**config.mk**
```make
export PLATFORM = sky130hd
export DESIGN_NAME = max_pool_unit
export DESIGN_NICKNAME = d
export VERILOG_FILES = /design/src/rtl/max_pool_unit.sv
export SDC_FILE = /design/constraint.sdc
export NUM_CORES = 1
export LEC_CHECK = 0
export ABC_AREA = 1
export CAP_MARGIN = 20
export CORE_ASPECT_RATIO = 1.2
export CORE_MARGIN = 4
export CORE_UTILIZATION = 45
export DETAILED_ROUTE_END_ITERATION = 16
export GPL_ROUTABILITY_DRIVEN = 0
export PLACE_DENSITY = 0.68
export RECOVER_POWER = 50
export SLEW_MARGIN = 20
export SYNTH_ARGS = -nofsm -noshare
export SYNTH_HDL_FRONTEND = slang
export SYNTH_SLANG_ARGS = --single-unit
```
**constraint.sdc**
```tcl
create_clock -name clk -period 2.9 [get_ports clk]
set_clock_uncertainty 0.1 [all_clocks]
set_input_delay 0.87 -clock clk [delete_from_list [all_inputs] [get_ports clk]]
set_output_delay 0.87 -clock clk [all_outputs]
set_load 0.02 [all_outputs]
```
**src/rtl/max_pool_unit.sv**
```systemverilog
// Streaming signed max-pool reducer: aligns iterator flags to SRAM read data and
// writes one window maximum per window. Optional build macro: POOL_RELU_EN.
module max_pool_unit #(
    parameter int DATA_W      = 16,
    parameter int MEM_LATENCY = 1,
    parameter int NUM_OUTPUTS = 720
) (
    input  logic                     clk,
    input  logic                     rstn,
    input  logic                     go,
    input  logic                     cena_in,
    input  logic                     first_in,
    input  logic                     last_in,
    input  logic signed [DATA_W-1:0] din,
    output logic signed [DATA_W-1:0] out_data,
    output logic [11:0]              out_addr,
    output logic                     out_wen,
    output logic                     done,
    output logic                     err,
    output logic                     dbg_state
);

    typedef enum logic {
        ST_IDLE = 1'b0,
        ST_RUN  = 1'b1
    } state_t;

    localparam logic [11:0] LAST_ADDR = 12'(NUM_OUTPUTS - 1);

    state_t                    r_state;
    state_t                    w_next_state;
    logic [MEM_LATENCY-1:0]    r_dl_v;
    logic [MEM_LATENCY-1:0]    r_dl_f;
    logic [MEM_LATENCY-1:0]    r_dl_l;
    logic signed [DATA_W-1:0]  r_acc;
    logic                      r_open;
    logic [11:0]               r_wr_cnt;

    logic                      w_v;
    logic                      w_f;
    logic                      w_l;
    logic                      w_orphan;
    logic                      w_write;
    logic                      w_final;
    logic signed [DATA_W-1:0]  w_max;
    logic signed [DATA_W-1:0]  w_result;
    logic signed [DATA_W-1:0]  w_wr_data;

    // The delayed flags line up with din in the same cycle; nothing counts outside RUN.
    assign w_v      = r_dl_v[MEM_LATENCY-1] && (r_state == ST_RUN);
    assign w_f      = r_dl_f[MEM_LATENCY-1];
    assign w_l      = r_dl_l[MEM_LATENCY-1];
    assign w_orphan = w_v && !w_f && !r_open;
    assign w_write  = w_v && w_l && !w_orphan;
    assign w_final  = w_write && (r_wr_cnt == LAST_ADDR);

    assign w_max    = (din > r_acc) ? din : r_acc;
    assign w_result = w_f ? din : w_max;

`ifdef POOL_RELU_EN
    assign w_wr_data = w_result[DATA_W-1] ? '0 : w_result;
`else
    assign w_wr_data = w_result;
`endif

    assign dbg_state = r_state;

    always_ff @(posedge clk or negedge rstn) begin
        if (!rstn) begin
            r_state <= ST_IDLE;
        end else begin
            r_state <= w_next_state;
        end
    end

    always_comb begin
        w_next_state = r_state;
        case (r_state)
            ST_IDLE: begin
                if (go) begin
                    w_next_state = ST_RUN;
                end
            end
            ST_RUN: begin
                if (go) begin
                    w_next_state = ST_RUN;
                end else if (w_final) begin
                    w_next_state = ST_IDLE;
                end
            end
            default: w_next_state = ST_IDLE;
        endcase
    end

    // go and IDLE flush the line so reset-time iterator flags never look like data.
    always_ff @(posedge clk or negedge rstn) begin
        if (!rstn) begin
            r_dl_v <= '0;
            r_dl_f <= '0;
            r_dl_l <= '0;
        end else if (go || (r_state == ST_IDLE)) begin
            r_dl_v <= '0;
            r_dl_f <= '0;
            r_dl_l <= '0;
        end else begin
            r_dl_v[0] <= ~cena_in;
            r_dl_f[0] <= first_in;
            r_dl_l[0] <= last_in;
            for (int i = 1; i < MEM_LATENCY; i++) begin
                r_dl_v[i] <= r_dl_v[i-1];
                r_dl_f[i] <= r_dl_f[i-1];
                r_dl_l[i] <= r_dl_l[i-1];
            end
        end
    end

    always_ff @(posedge clk or negedge rstn) begin
        if (!rstn) begin
            r_acc    <= '0;
            r_open   <= 1'b0;
            r_wr_cnt <= '0;
            out_data <= '0;
            out_addr <= '0;
            out_wen  <= 1'b1;
            done     <= 1'b0;
            err      <= 1'b0;
        end else begin
            out_wen <= 1'b1;
            done    <= 1'b0;
            if (go) begin
                r_acc    <= '0;
                r_open   <= 1'b0;
                r_wr_cnt <= '0;
                err      <= 1'b0;
            end else if (w_v) begin
                if (w_orphan) begin
                    err <= 1'b1;
                end else begin
                    // A new first while open silently abandons the old window.
                    if (w_f && r_open && !w_l) begin
                        err <= 1'b1;
                    end
                    r_acc <= w_result;
                    if (w_write) begin
                        out_data <= w_wr_data;
                        out_addr <= r_wr_cnt;
                        out_wen  <= 1'b0;
                        done     <= w_final;
                        r_open   <= 1'b0;
                        r_wr_cnt <= w_final ? 12'd0 : r_wr_cnt + 12'd1;
                    end else begin
                        r_open <= 1'b1;
                    end
                end
            end
        end
    end

endmodule

```
# [Word level (Yosys, flattened, before mapping)]
# Index checks and enable logic that the tools add are counted.
[classes] n_eq_ne=2 n_addsub=1 n_lt_le_gt_ge=1 div=0 muxes=32 reduce_logical=20 n_bitwise=4 mul=0 shifts=0
[ops] cell="$mux 16" n=5
[ops] cell="$mux 12" n=5
[ops] cell="$mux 1" n=21
[ops] cell="$gt 16x16->1" n=1
[ops] cell="$add 12x1->12 const B" n=1
[ops] cell="$eq 12x10->1 const B" n=1
[ops] cell="$logic_and 1x1->1" n=8
[ops] cell="$logic_not 1->1" n=4
[ops] cell="$not 1->1" n=4
[ops] cell="$reduce_and 2->1" n=2
[ops] cell="$reduce_and 4->1" n=1
[ops] cell="$reduce_bool 2->1" n=2
[ops] cell="$reduce_and 3->1" n=1
[ops] cell="$reduce_bool 3->1" n=1
[ops] cell="$ne 2x2->1 const B" n=1
[ops] cell="$pmux 1 s2" n=1
[ops] cell="$logic_or 1x1->1" n=1
[word_totals] ff_bits=64 word_cells=72 inputBits=22 memories=0 mem_bits_ro=0 ram_bits=0 latchBits=0

# [Logic depth before layout (Yosys ltp)]
# Gate-level depths: netlist (run 1).
[logic_depth] word_depth=11 ltp_mapped=18 ltp_nobuf=17

# [Least setup slack after synthesis (run 1)]
# No wires, ideal clock.
[synth_timing] path_type="in2reg" startpoint="input din[7]" endpoint="register out_data[2]" setup_time_ps=118 t_required_ps=2682 stages=13 setup_slack_ps=528 t_arrival_ps=2154 path_cell_list="ha_1 -> a21o_1 -> nor2_1 -> nand2_1 -> nand2_1 -> nand2_1 -> nand2_1 -> nand3_4 -> nand2_4 -> buf_6 -> nand2_1 -> nand3_1 -> nand2_1"
[synth_between] elab_chain_len=3
[synth_lines] element="start: declaration" line_no="14" text="input logic signed [DATA_W-1:0] din,"
[synth_lines] element="$gt 16x16->1" line_no="57" text="assign w_max = (din > r_acc) ? din : r_acc;"
[synth_lines] element="$mux 16" line_no="57"
[synth_lines] element="$mux 16" line_no="58" text="assign w_result = w_f ? din : w_max;"
[synth_lines] element="end signal: assignment" line_no="145" text="out_data <= w_wr_data;"
[synth_lines] element="end: declaration" line_no="15" text="output logic signed [DATA_W-1:0] out_data,"
# Every way passes these cells.
# A chain may end at the register's enable or synchronous reset.

# [Worst setup path in the final report (run 1)]
[layout_timing] startpoint="input din[11]" endpoint="register r_acc[10]"
[layout_between] elab_chain_len=6
[layout_lines] element="$gt 16x16->1" line_no="57"
[layout_lines] element="$mux 16" line_no="57"
[layout_lines] element="$mux 16" line_no="58"
[layout_lines] element="$mux 16" line_no="136" text="if (w_orphan) begin"
[layout_lines] element="$mux 16" line_no="135" text="end else if (w_v) begin"
[layout_lines] element="$mux 16" line_no="130" text="if (go) begin"
[layout_lines] element="end signal: assignment" line_no="143" text="r_acc <= w_result;"
[layout_lines] element="end: declaration" line_no="35" text="logic signed [DATA_W-1:0] r_acc;"
# Every way passes these cells. The select of a mux whose other input is x is not followed.

==> run metrics, run 1 <==
DR vias/cell=4.997; net switching power=0.0008814 W; Setup TNS Final=0 ps; Fin. Hold Viols=0; share of cells above drive strength 1=0.07202; Hold Crit Class=reg2reg; fmax=374.0 MHz; Static Leak=between 2 and 2.5 nW; Fillers=658; # hold bufs at CTS=0; Net Sw Frac=0.3238; die area=between 8000 and 9000 sq um; total track usage=0.1858; Avg Cell Area, Syn=7.993 sq um; setup violators final=0; diode count=0; die height=102.3 um; DRT Pass-1 Iters=4; FP Rows=34; routed wire length=7.735 mm; Pwr Density=between 600 and 700 nW/um^2; Post-Synth Adder-Cell Area=0.06381; failing checks=max-capacitance violations, max-slew violations; post-synthesis compound-gate area fraction=0.05293; combinational power share=0.279; CORE AREA=7232 sq um; GRT overflow=0; Min-Delay Endpoint=out_data[5]; I/O pins=54; Post-Syn Nets=456; crit-path max FO=6; worst r2r src=r_acc[11]; # port buffers=53; post-route design area=4207 sq um; WL per Instance=roughly 13 um; Max-slew headroom=-0.04869; nets@finish=520; simple-gate share of the synthesized area=0.2939; Starting Density=0.4609; Worst Tran Pin Value=1573 ps; Setup Buffers After CTS=0; total number of vias=2,878; footprint of the multi-input gates=1421 sq um; clk sinks=64; post-route insts no fill=576; Max clock buf depth=2; worst vdd ir=0.3913 mV; critical path type=in2reg; later-pin clock latency in the skew report=350 ps; CTS root buffer=clkbuf_8; Seq pwr share=0.400; register-to-register setup slack=820 ps; CTS tree=built; H-Tree Depth=3; CP required=3030 ps; main combinational cell family by area after synthesis=simple AND/OR/NAND/NOR gates; Cells after Synth=around 420; 1st-iter DRT viols=116; number of global-route vias before repair=about 2,800; #FFs+latches synth=64; Die X=86.57 um; CP Launch Type=input pin; Cell variety after synth=34; Final min period=2674 ps; largest net degree at the start of global routing=65; hold path startpoint=out_data[5]; Slew Limit Fails=65; Reg clk slew, reported paths=70 ps; Placed Area=~4000 sq um; post-DP HPWL=5.428 mm; setup repair after global routing missed its margin=false; reg2reg path depth=15; internal power=between 0.0015 and 0.002 W; CP arrival=2800 ps; register area=1603 sq um; status=complete, but fails checks; dpl cells=560; CP Capture Type=flop; Clock Power Share=0.321; Tcrit/Tclk final=0.9220; Post-Synth XOR/XNOR Area=0.01577; Mapped Area=3333 sq um; initial antenna violation count=0; multiplexer area fraction after synthesis=0.003003; Layout area overhead=26.20%; fin util=0.5817; Hold Crit Depth=2; Seq/Total Area, Yosys=0.4809; reg2reg end=r_acc[10]; TritonCTS buffer count=9; DRC viols=0; first-pass GRT wire length=12.90 mm; max_cap viols=1; Yosys warnings=0; post_cts resized=0; ANT nets after route=0
## flip-flops by register name, indices dropped and copies added (netlist names)
| name | count |
|---|---|
| dbg_state | 1 |
| done | 1 |
| err | 1 |
| out_addr | 12 |
| out_data | 16 |
| out_wen | 1 |
| r_acc | 16 |
| r_dl_f | 1 |
| r_dl_l | 1 |
| r_dl_v | 1 |
| r_open | 1 |
| r_wr_cnt | 12 |
## layout by cell type, fill, tap and decap left out, drive strengths merged, types with 6 or more instances in the layout
cell           count
a21oi              6
buf               11
clkbuf            10
clkdlybuf4s50     51
dfrtp             63
ha                17
inv               63
nand2            135
nand3             59
nor2              20
o21ai             15
## layer usage
metal / GRT usage / vias up / routed length (um)
met3: 0.03065 / 12 / 314
met2: 0.3263 / 62 / 3948
met4: 0.07314 / 0 / 129
met1: 0.2271 / 1349 / 3343
met5: 0 / - / 0
li1: - / 1455 / -
## cell type report
type,count,area share
multi-input cells,279,0.3379
well taps,90,0.02677
clock inverters,7,0.02469
clock buffers,9,0.02945
inverters,63,0.05622
flip-flops and latches,64,0.3810
repair buffers,64,0.1440
## power groups by stage
stage | clock network, W | logic [W] | registers (W)
2_1_floorplan | 0 | 0.000327 | 0.00120
3_3_place_gp | 0 | 0.000753 | 0.00110
3_5_place_dp | 0 | 0.000769 | 0.00111
4_1_cts | 0.000890 | 0.000774 | 0.00109
5_1_grt | 0.000926 | 0.000845 | 0.00110
6_report | 0.000874 | 0.000759 | 0.00109
## cells in the mapped netlist, drive strengths merged
cell	n	area share
nand2	135	0.16
o2bb2ai	1	0.0026
o211ai	1	0.0023
xnor2	1	0.0026
mux2i	1	0.0030
inv	62	0.070
nor4	4	0.0075
nor2	20	0.025
nand4	2	0.0038
xor2	5	0.013
ha	17	0.064
buf	10	0.018
o21bai	1	0.0023
nor3	4	0.0090
a22o	1	0.0026
dfstp	1	0.0079
nand3	59	0.094
o22ai	5	0.0094
o21ai	15	0.023
clkbuf	1	0.0011
a21oi	6	0.0090
clkinv	1	0.0011
dfrtp	63	0.47
a21o	1	0.0023
## through the flow
step / setup slack [ps] / hold slack [ps] / total power (W)
4_1_cts: 218.4 / 383.5 / 0.002754
3_5_place_dp: -103.6 / 364.7 / 0.001874
3_3_place_gp: -32.76 / 361.2 / 0.001853
2_1_floorplan: 528.0 / 349.1 / 0.001531
5_1_grt: 90.64 / 408.9 / 0.002876
6_report: 226.3 / 376.7 / 0.002722
## how the worst max path moves through the flow
| stage | start | end | slack (ps) | cells past startpoint |
|---|---|---|---|---|
| global route | din[9] | r_acc[10] | 90 | 16 |
| detailed placement | din[11] | out_data[0] | -100 | 15 |
| CTS | din[11] | r_acc[10] | 220 | 13 |
| floorplan | din[7] | out_data[2] | 530 | 13 |
| finish | din[11] | r_acc[10] | 230 | 15 |
| global placement | din[7] | out_data[1] | -30 | 13 |
## kinds of logic after synthesis
logic type,Yosys count
AOI/OAI and AO/OA,31
xor gates and xnor gates,6
adders and majority gates,17
buffers and inverters,74
DFF,64
muxes,1
and+or+nand+nor,224
## critical path, stage by stage
cell,delay (ps)
clkdlybuf4s50_1,450
ha_1,330
nand2_1,70
inv_1,50
nand2_1,60
nand2_1,60
nand2_1,60
nand2_1,60
nor2_1,90
nand3_1,120
nand3_4,120
buf_4,150
nand3_1,100
nand3_1,130
nand2_1,60
No activity file was read; power rests on OpenSTA's default activity.
==> inputs of run 2 (changes only) <==
--- a/config.mk
+++ b/config.mk
@@ -14,7 +14,6 @@
 export GPL_ROUTABILITY_DRIVEN = 0
 export PLACE_DENSITY = 0.68
 export RECOVER_POWER = 50
-export SLEW_MARGIN = 20
 export SYNTH_ARGS = -nofsm -noshare
 export SYNTH_HDL_FRONTEND = slang
 export SYNTH_SLANG_ARGS = --single-unit
==> results of run 2 <==
The final DEF is identical to that of run 1; final timing and power are the same.
